[src/rtl/dmem_arbiter.sv]
// dmem_arbiter: arbitrates a CPU port (0) and a DMA port (1) onto one shared single-cycle dmem bus.
// Ports: clk, rst (sync, active-high); per port k: req/lock/we/a/wd in, gnt/rvalid/rd out;
//        shared bus: bus_we/bus_a/bus_wd out, bus_rd in (combinational from bus_a); owner = FSM state.
// Build option: define ARB_ROUND_ROBIN_EN for round-robin contention; otherwise port 0 has fixed priority.
module dmem_arbiter #(
  parameter int AW = 32,
  parameter int DW = 32,
  parameter int MAX_LOCK = 8
) (
  input  logic          clk,
  input  logic          rst,
  input  logic          req0,
  input  logic          req1,
  input  logic          lock0,
  input  logic          lock1,
  input  logic          we0,
  input  logic          we1,
  input  logic [AW-1:0] a0,
  input  logic [AW-1:0] a1,
  input  logic [DW-1:0] wd0,
  input  logic [DW-1:0] wd1,
  output logic          gnt0,
  output logic          gnt1,
  output logic          rvalid0,
  output logic          rvalid1,
  output logic [DW-1:0] rd0,
  output logic [DW-1:0] rd1,
  output logic          bus_we,
  output logic [AW-1:0] bus_a,
  output logic [DW-1:0] bus_wd,
  input  logic [DW-1:0] bus_rd,
  output logic [1:0]    owner
);
  typedef enum logic [1:0] {IDLE = 2'b00, OWN0 = 2'b01, OWN1 = 2'b10} state_t;
  localparam logic [7:0] LOCK_LIM = 8'(MAX_LOCK - 1);
  state_t state, state_nx;
  logic [7:0] lock_cnt, lock_cnt_nx;
  logic last, last_nx;
  logic hold, pick1;
  always_ff @(posedge clk) begin
    if (rst) begin
      state <= IDLE;
      lock_cnt <= '0;
      last <= 1'b1;
    end else begin
      state <= state_nx;
      lock_cnt <= lock_cnt_nx;
      last <= last_nx;
    end
  end
  // last is the most recently granted port; the current cycle's grant counts, so the
  // arbitration at the end of a grant cycle already sees that port as lowest priority.
  always_comb begin
    last_nx = gnt0 ? 1'b0 : gnt1 ? 1'b1 : last;
`ifdef ARB_ROUND_ROBIN_EN
    pick1 = req1 & (~req0 | ~last_nx);
`else
    pick1 = req1 & ~req0;
`endif
    hold = ((state == OWN0) ? req0 & lock0 : (state == OWN1) ? req1 & lock1 : 1'b0) & (lock_cnt < LOCK_LIM);
    state_nx = hold ? state : pick1 ? OWN1 : (req0 | req1) ? OWN0 : IDLE;
    lock_cnt_nx = hold ? lock_cnt + 8'd1 : 8'd0;
  end
  always_comb begin
    gnt0 = (state == OWN0) & req0;
    gnt1 = (state == OWN1) & req1;
    bus_we = gnt0 ? we0 : gnt1 ? we1 : 1'b0;
    bus_a = gnt0 ? a0 : gnt1 ? a1 : '0;
    bus_wd = gnt0 ? wd0 : gnt1 ? wd1 : '0;
    owner = state;
  end
  always_ff @(posedge clk) begin
    if (rst) begin
      rvalid0 <= 1'b0;
      rvalid1 <= 1'b0;
      rd0 <= '0;
      rd1 <= '0;
    end else begin
      rvalid0 <= gnt0 & ~we0;
      rvalid1 <= gnt1 & ~we1;
      if (gnt0 & ~we0) rd0 <= bus_rd;
      if (gnt1 & ~we1) rd1 <= bus_rd;
    end
  end
endmodule

[config.mk]
export PLATFORM = sky130hd
export DESIGN_NAME = dmem_arbiter
export DESIGN_NICKNAME = d
export VERILOG_FILES = /design/src/rtl/dmem_arbiter.sv
export SDC_FILE = /design/constraint.sdc
export NUM_CORES = 1
export LEC_CHECK = 0
export BUFFER_PORTS_ARGS = -buffer_cell sky130_fd_sc_hd__buf_2
export CAP_MARGIN = 20
export CORE_AREA = 2 2 116 118
export DETAILED_ROUTE_END_ITERATION = 6
export DIE_AREA = 0 0 118 120
export HOLD_SLACK_MARGIN = 0.02
export PLACE_DENSITY_LB_ADDON = 0.1
export REMOVE_ABC_BUFFERS = 1
export SLEW_MARGIN = 40
export SYNTH_ARGS = -nofsm -noshare
export SYNTH_HDL_FRONTEND = slang
export SYNTH_SLANG_ARGS = --single-unit
[constraint.sdc]
create_clock -name clk -period 1.6 [get_ports clk]
set_clock_uncertainty 0.15 [all_clocks]
set_input_delay 0 -clock clk [delete_from_list [all_inputs] [get_ports clk]]
set_output_delay 0 -clock clk [all_outputs]
set_load 0.01 [all_outputs]
==> run metrics, run 1 <==
outcome finished, violations left; failing checks setup timing; WHS 104 ps; Placeable Area 0.0130 mm²; Max Transition Viols Final 0; Critical Path, Cell by Cell nand2_2 > or2_4 > inv_8 > buf_12 > buf_16 > a22o_1 > buf_2; worst endpoint required time 1450 ps; sum of buffers and inverters on the critical path 4; total design power 4.55 mW; RSZ-0062 raised after global routing yes; Max Root-Sink Buffers 2; Setup violations, final 65; critical path endpoint category output pin; HPWL Detailed 9.88 mm; Post-synth ARST share 0; CP Depth 7; Fillers 1,328; drt first pass iters 4; post-route minimum period 1710 ps; initial drt markers 189; placed cell count 860; H-tree Lvls 3; Die Ht 120 µm; YS warnings 0; fraction of layout cells with a size suffix above 1 0.473; antenna viol nets, final 0; Crit-path slowest cell dfxtp_2; crit-path max FO 7; met1 global-route usage 0.243; CTS tree built; port buffer count 302; FF+latch area 0.00152 mm²; I/O pin count 303; WP data arrival 1560 ps; R2R Setup Slk 20 ps; DP Worst Slack 102 ps; footprint of the multi-input gates 0.00163 mm²; Routed WL 14.3 mm; Syn Area/Cell 8.39 µm²; most common flop cell mapped by yosys dfxtp_1; RePlAce Congestion 0.750; clock buffer count from CTS 9; Yosys reg bits 76; cells after synthesis 403; Startpoint Class flop; leak pwr 2.96 nW; Global Route Usage Sum 0.194; Layout Nets 910; largest net degree at the start of global routing 37; FMAX 586 MHz; part of the cycle the worst path needs 1.07; Crit Path Category reg2out; Synth cell types 29; Crit Reg-Reg Startpoint owner[1]; max incr delay on CP 340 ps; Worst Setup EP bus_a[23]; Rows 42; worst setup path startpoint owner[0]; area grow syn2layout 76.0%; Final Non-Filler Cells 921; worst min path class in2reg; M2 GR Usage 0.331; grt total ovfl 0; Clock Sinks 76; global route hottest layer met2; clock insertion delay at the later pin of the skew report 330 ps; vias in the first global route 4,011; clock-pin slew on the worst setup and hold paths 60 ps; max cap viols 0; met3 global-route usage 0.0480; Critical R2R Capture rd0[6]; VDD IR max 684 µV; Final Util 0.459; initial antenna violation count 1; Initial Util 0.261; commonest non-fill, non-tap cells in the layout buf_2 (296), nand2_1 (129), dfxtp_1 (74); number of hold violations in the final report 0; wire length per cell 15.5 µm; setup ws final -106 ps; Via density 4.63; most common cell after layout, fill and taps aside buf_2; Die X 118 µm; register area share after synthesis 0.450; Root Driver clkbuf_16; Synth Cell Area 0.00338 mm²; PD cells 765 mW/mm²; die area 0.0142 mm²; global-route wire length before repair 21.6 mm; drt drc 0; EDFF count, synth 0; CP delay by family, top buffers and inverters; via count 4,264; FF-to-FF path depth 5
-- logic make-up after synthesis --
group                    after synthesis  synth area share
AND/OR/NAND/NOR                      151             0.191
AO/OA/AOI/OAI                        132             0.269
flip-flops                            76             0.450
buffers and inverters                 39            0.0777
multiplexers                           2           0.00592
other                                  1           0.00111
XOR/XNOR                               1           0.00259
adder cells (fa/ha/maj)                1           0.00370
-- worst min path at each step --
stage,startpoint,endpoint,slack (ps),cells past startpoint
2_1_floorplan,rst,rd0[0],-80,1
3_3_place_gp,bus_rd[12],rd1[12],100,3
3_5_place_dp,bus_rd[8],rd1[8],110,3
4_1_cts,req1,rvalid1,110,4
5_1_grt,lock1,owner[1],130,4
6_report,we0,rvalid0,100,4
-- routing by layer --
metal | share of wire | vias to the layer above
li1 | - | 2079
met1 | 0.42 | 2003
met2 | 0.49 | 170
met3 | 0.077 | 12
met4 | 0.015 | 0
met5 | 0 | -
-- report_power, final --
group / total [mW] / leakage, nW / switching (mW) / internal [mW]
Clock: 1.88 / 0.140 / 0.731 / 1.15
Sequential: 1.94 / 0.616 / 0.0150 / 1.93
Combinational: 0.726 / 2.21 / 0.325 / 0.401
-- final cells by class --
type	count	share of cell area
antenna	1	0.000420
clock buffer	12	0.0448
clock inverter	2	0.00168
inverter	1	0.00189
multi-input combinational	291	0.274
sequential	76	0.256
tap	176	0.0370
timing repair buffer	362	0.384
-- worst reg2reg max path: cells and delay by family, from the launching register on --
kind,cells,cell delay (ps)
flops,1,340
buf+inv,2,350
simple gates,2,550
compound gates,1,120
-- state kept, by name (all words and copies together) (netlist names) --
signal and cells:
rvalid1 1, rd1 32, rd0 32, owner 2, rvalid0 1, lock_cnt 8
-- synth_stat cells, types with 2 or more instances --
cell	instances	share of area
nand4bb_1	2	0.0067
buf_4	6	0.013
and4bb_2	2	0.0074
buf_8	5	0.022
clkbuf_1	9	0.010
dfxtp_1	76	0.45
a22o_1	64	0.17
nor3_1	3	0.0044
mux2i_1	2	0.0059
and4b_1	2	0.0059
nor2_1	3	0.0033
nand2_1	130	0.14
buf_2	17	0.025
a21oi_1	66	0.098
nand2b_1	2	0.0037
-- through the flow --
stage | setup TNS [ps] | instance area (µm²)
floorplan | -53730 | 3130
global placement | 0 | 5050
detailed placement | 0 | 5050
CTS | -7430 | 6020
global route | -11910 | 5950
finish | -5030 | 5950
-- timing repair --
| item | CTS | global route |
|---|---|---|
| cloned | 7 | 0 |
| hold endpoints to repair | 67 | 0 |
| gates resized for setup | 29 | 1 |
| hold buffers | 35 | 0 |
| setup buffers | 8 | 0 |
| setup endpoints to repair | 67 | 92 |
| pin swaps | 25 | 7 |
Note: power is estimated with default switching activity, not from simulation.
==> inputs of run 2 (changes only) <==
--- a/config.mk
+++ b/config.mk
@@ -12,5 +12,5 @@
 export DIE_AREA = 0 0 118 120
 export HOLD_SLACK_MARGIN = 0.02
-export PLACE_DENSITY_LB_ADDON = 0.1
+export PLACE_DENSITY = 0.64
 export REMOVE_ABC_BUFFERS = 1
 export SLEW_MARGIN = 40
==> constraint.sdc (replaced) <==
create_clock -name clk -period 1.6 [get_ports clk]
set_clock_uncertainty 0.15 [all_clocks]
set_input_delay 0.24 -clock clk [delete_from_list [all_inputs] [get_ports clk]]
set_output_delay 0.24 -clock clk [all_outputs]
set_load 0.01 [all_outputs]
==> run 2 against run 1 <==
Net effect:
- the run still ends with setup timing left
- non-clock buffer count increased by 1
- sequential share of layout area decreased by 0.40 points
- final cell count increased by 0.22%
- global-route usage decreased by 1.7 points
- critical path depth decreased by 2
- first-iteration DRC count increased by 11%
- via count decreased by 2.3%
- design area increased by 1.6%
- maximum frequency decreased by 12%
- highest routed layer unchanged
- setup slack got worse by 230 ps
==> run metrics, run 2 (synthesis results as in run 1) <==
outcome finished, violations left; failing checks setup timing; leak pwr 2.99 nW (+0.93%); Placeable Area 0.0130 mm² (unchanged); wire length per cell 14.9 µm (-3.7%); initial antenna violation count 0 (-1); internal power 3.58 mW (+2.8%); Non-Filler Cell Area, Final 0.00605 mm² (+1.6%); Placed Area 0.00509 mm² (+0.79%); max cap viols 0 (unchanged); DP Worst Slack -24.2 ps (-126 ps); Setup violations, final 67 (+3.1%); RSZ-0062 raised after global routing yes; I/O pin count 303 (unchanged); part of the cycle the worst path needs 1.21 (+0.146); drt first pass iters 4 (unchanged); Initial Util 0.261 (unchanged); vias in the first global route 3,815 (-4.9%); worst min path class in2reg; Routed WL 13.8 mm (-3.5%); Crit Path Category reg2out; Switching Share 0.231 (-0.00392); HPWL Detailed 9.22 mm (-6.7%); most common cell after layout, fill and taps aside buf_2; number of hold violations in the final report 0 (unchanged); post-route minimum period 1940 ps (+233 ps); Via density 4.51 (-2.5%); CTS tree built; Gate power share 0.155 (-0.004); drt drc 0 (unchanged); area grow syn2layout 78.8%; WP data arrival 1550 ps (about the same); Max Transition Viols Final 0 (unchanged); Root Driver clkbuf_16; WHS 97.7 ps (-6.27 ps); largest net degree at the start of global routing 49 (+32%); Clock Sinks 76 (unchanged); Die Ht 120 µm (unchanged); worst setup path startpoint owner[0]; worst endpoint required time 1210 ps (-240 ps); Layout Nets 911 (+0.11%); fraction of layout cells with a size suffix above 1 0.475 (+0.00212); HP Start rst; Clock Power Share 0.428 (+0.014); PD cells 770 mW/mm² (+0.67%); port buffer count 302 (unchanged); Final Non-Filler Cells 923 (+0.22%); clock insertion delay at the later pin of the skew report 330 ps (about the same); initial drt markers 209 (+11%); Rows 42 (unchanged); FMAX 516 MHz (-12%); Crit Reg-Reg Startpoint owner[1]; via count 4,167 (-2.3%); Seq pwr share 0.417 (-0.010); Final Util 0.466 (+0.00733); critical path endpoint category output pin; commonest non-fill, non-tap cells in the layout buf_2 (296), nand2_1 (130), dfxtp_1 (74); antenna viol nets, final 0 (unchanged); crit-path max FO 7 (unchanged); clock buffer count from CTS 9 (unchanged); Max Root-Sink Buffers 2 (unchanged); global-route wire length before repair 20.2 mm (-6.8%); grt total ovfl 0 (unchanged); Global Route Usage Sum 0.177 (-0.0172); clock-pin slew on the worst setup and hold paths 60 ps (about the same); biggest regs rd0 (32), rd1 (32), lock_cnt (8); VDD IR max 628 µV (-8.2%); sw power 1.08 mW (+0.57%); die area 0.0142 mm² (unchanged); H-tree Lvls 3 (unchanged); Die X 118 µm (unchanged); setup ws final -339 ps (-233 ps); placed cell count 862 (+0.23%); RePlAce Congestion 0.747 (-0.35%); Startpoint Class flop; ANT cells 0 (-1)
## run 2: changes by cell type in the layout (fill, tap and decap cells not counted), sizes merged
cell | previous run | this run
bufinv | 0 | 1
diode | 1 | 0
clkbuf | 12 | 17
clkinv | 2 | 4
dlygate4sd3 | 35 | 32
inv | 1 | 0
buf | 327 | 326
## run 2: critical path, stage by stage, from the launching register on
cell     delay, ps
dfxtp_2        320
and3b_4        310
buf_12         160
buf_12         130
a22o_1         150
buf_2          150
## run 2: area by class of cell
cell class	instances	area, µm²
multi-input cells	291	1640
clock inverters	4	48.8
well taps	176	220
repair buffers	363	2360
inverters	1	16.3
flip-flops and latches	76	1520
fillers	1258	6930
clock buffers	12	246
## run 2: worst paths after layout
check | end | slack, ps | depth (start not counted)
setup reg to reg | rd0[25] | 80 | 6
setup / recovery | bus_a[3] | -340 | 5
hold / removal | lock_cnt[1] | 100 | 2
hold reg to reg | rd0[4] | 300 | 2
## run 2: per-layer routing
layer | global-route usage | share of wire
met1 | 0.201 | 0.40
met2 | 0.320 | 0.52
met3 | 0.0509 | 0.069
met4 | 0.0527 | 0.017
met5 | 0 | 0
## run 2: through the flow
step                      power, mW  setup TNS [ps]
final                          4.66          -20330
after global routing           4.83          -24090
after CTS                      4.69          -21350
after detailed placement       2.58           -89.6
after global placement         2.57           -22.2
after floorplan                2.17          -69660
## run 2: power groups by stage
stage | sequential [mW] | combinational [mW] | clock, mW
floorplan | 2.00 | 0.175 | 0
global placement | 1.98 | 0.595 | 0
detailed placement | 1.98 | 0.596 | 0
CTS | 1.94 | 0.706 | 2.04
global route | 1.94 | 0.780 | 2.11
finish | 1.94 | 0.723 | 1.99
## run 2: what timing repair did
action                                  4_1_cts  5_1_grt
endpoints found under the setup margin       67       74
hold endpoints to repair                     60        0
resized for setup                            21        6
hold buffers                                 32        0
cloned                                        3        5
pin swaps                                    14        4
setup buffers                                 5        3
==> inputs of run 3 (changes only) <==
ABC_AREA = 1   (was default)
CORE_AREA = 2 2 118 120   (was 2 2 116 118)
DIE_AREA = 0 0 120 122   (was 0 0 118 120)
PLACE_DENSITY = 0.61   (was 0.64)
==> run 3 against run 2 <==
Net effect:
- the run still ends with setup timing left
- hold slack got worse by 67 ps
- flip-flop and latch count unchanged
- critical path depth up 1
- setup slack better by 110 ps
- largest power group unchanged
- highest routed layer unchanged
==> run metrics, run 3 <==
worst endpoint required time 1210 ps (about the same); failing checks setup timing; FF+latch area 0.00152 mm² (unchanged); VDD IR max 698 µV (+11%); vias in the first global route 3,656 (-4.2%); Syn Area/Cell 8.65 µm² (+3.1%); footprint of the multi-input gates 0.00142 mm² (-13%); initial drt markers 231 (+11%); Placed Area 0.00501 mm² (-1.5%); Global Route Usage Sum 0.146 (-0.0305); grt total ovfl 0 (unchanged); ANT cells 0 (unchanged); die area 0.0146 mm² (+3.4%); initial antenna violation count 0 (unchanged); Synth cell types 21 (-28%); part of the cycle the worst path needs 1.14 (-0.0703); via count 4,147 (-0.48%); Synth top area share 0.462 (+0.0118); Max Transition Viols Final 0 (unchanged); Layout Nets 899 (-1.3%); most common flop cell mapped by yosys dfxtp_1; RePlAce Congestion 0.736 (-1.4%); antenna viol nets, final 0 (unchanged); Fillers 1,315 (+4.5%); leak pwr 3.28 nW (+9.6%); fraction of layout cells with a size suffix above 1 0.494 (+0.0186); wire length per cell 15.1 µm (+1.2%); Non-Filler Cell Area, Final 0.00608 mm² (+0.46%); Final Util 0.450 (-0.0161); global-route wire length before repair 17.4 mm (-14%); WP data arrival 1440 ps (-110 ps); PD cells 817 mW/mm² (+6.2%); Yosys reg bits 76 (unchanged); worst min path class in2reg; Rows 43 (+2.4%); number of hold violations in the final report 0 (unchanged); Crit Path Category reg2out; Clock Sinks 76 (unchanged); register area share after synthesis 0.462 (+0.0118); sum of buffers and inverters on the critical path 4 (+1); Synth Cell Area 0.00330 mm² (-2.6%); Critical Path, Cell by Cell inv_2 > nand3_2 > inv_6 > buf_12 > a22o_1 > buf_2; Initial Util 0.244 (-0.0165); max incr delay on CP 340 ps (+20 ps); FMAX 548 MHz (+6.2%); post-route minimum period 1830 ps (-113 ps); YS warnings 0 (unchanged); Root Driver clkbuf_16; Setup violations, final 68 (+1.5%); clock buffer count from CTS 9 (unchanged); Routed WL 13.8 mm (+0.37%); CP delay by family, top buffers and inverters; HPWL Detailed 8.30 mm (-9.9%); CTS tree built; largest net degree at the start of global routing 65 (+33%); Via density 4.53 (+0.39%); outcome finished, violations left; cells after synthesis 381 (-5.5%); most common cell after layout, fill and taps aside buf_2; top post-synthesis cells by count dfxtp_1 (76), a21oi_1 (66), a22o_1 (64), o21ai_0 (45), inv_1 (37); commonest non-fill, non-tap cells in the layout buf_2 (302), dfxtp_1 (74), a21oi_1 (66); Startpoint Class flop; H-tree Lvls 3 (unchanged); critical path endpoint category output pin; Die Ht 122 µm (+1.7%); count leader, synth dfxtp_1; drt drc 0 (unchanged); I/O pin count 303 (unchanged); Area contributors post-synth dfxtp_1 (46%), a22o_1 (17%), a21oi_1 (10%), o21ai_0 (6.8%), inv_1 (4.2%); clock insertion delay at the later pin of the skew report 330 ps (about the same); Crit-path slowest cell dfxtp_2; RSZ-0062 raised after global routing yes; cell accounting for the most synthesized area dfxtp_1; setup ws final -226 ps (+113 ps); EDFF count, synth 0 (unchanged); port buffer count 302 (unchanged); Post-synth ARST share 0 (unchanged); Placeable Area 0.0135 mm² (+4.0%); Die X 120 µm (+1.7%); area grow syn2layout 84.4%; max cap viols 0 (unchanged); biggest regs rd0 (32), rd1 (32), lock_cnt (8); Max Root-Sink Buffers 2 (unchanged); drt first pass iters 4 (unchanged); DP Worst Slack 86.0 ps (+110 ps); crit-path max FO 17 (+10); clock-pin slew on the worst setup and hold paths 60 ps (about the same)
run 3: changes by cell type after synthesis, sizes merged, moves of 3 or more:
cell,before,now
buf,29,26
inv,1,42
nand2,130,9
nand3,1,6
nor2,3,14
o21ai,0,65
run 3: power breakdown:
group / leakage (nW) / internal, mW / switching [mW]
clock: 0.158 / 1.45 / 0.771
combinational: 2.50 / 0.423 / 0.352
sequential: 0.618 / 1.94 / 0.0232
run 3: metrics by stage:
stage / cells / hold slack [ps] / power (mW) / setup TNS (ps)
after global routing: 915 / 32.0 / 5.18 / -19370
final: 915 / 30.6 / 4.96 / -13150
after CTS: 899 / 20.3 / 4.95 / -12620
after detailed placement: 849 / 289 / 2.64 / 0
after floorplan: 351 / 167 / 2.25 / -24180
after global placement: 849 / 284 / 2.64 / 0
run 3: cell type report:
| class | instances | share of cell area |
|---|---|---|
| Clock buffer | 11 | 0.0416 |
| Clock inverter | 5 | 0.0138 |
| Inverter | 42 | 0.0280 |
| Multi-Input combinational cell | 233 | 0.234 |
| Sequential cell | 76 | 0.251 |
| Tap cell | 180 | 0.0371 |
| Timing Repair Buffer | 367 | 0.394 |
| Timing Repair inverter | 1 | 0.00103 |
run 3: final timing paths:
check               from          end  slack [ps]  depth (start not counted)
max             owner[0]    bus_a[28]        -230                          6
min            bus_rd[1]       rd1[1]          30                          3
max reg2reg     owner[1]      rvalid0         -20                          5
min reg2reg  lock_cnt[0]  lock_cnt[0]         300                          1
run 3: tightest hold or removal path, cell delays in order:
cell and delay [ps]:
buf_2 70, inv_1 40, a21oi_1 110
run 3: cell families after synthesis:
family | synth area share
AOI/OAI and AO/OA | 0.369
and+or+nand+nor | 0.0478
DFF | 0.462
buffers and inverters | 0.114
adders and majority gates | 0.00380
xor gates and xnor gates | 0.00266
other | 0.00114
run 3: repair_timing:
item                                    in CTS  in global routing
setup buffers                                0                  3
resized for setup                            9                 12
hold endpoints to repair                    58                  0
hold buffers                                33                  0
gates cloned                                 1                 13
pin swaps                                    0                  2
endpoints found under the setup margin      67                 88
run 3: per-layer routing:
metal  vias up  GRT usage  share of wire
met3        18     0.0384          0.083
met2       191      0.252           0.50
met1      1885      0.174           0.40
met5         -          0              0
met4         0     0.0566          0.017
li1       2053          -              -
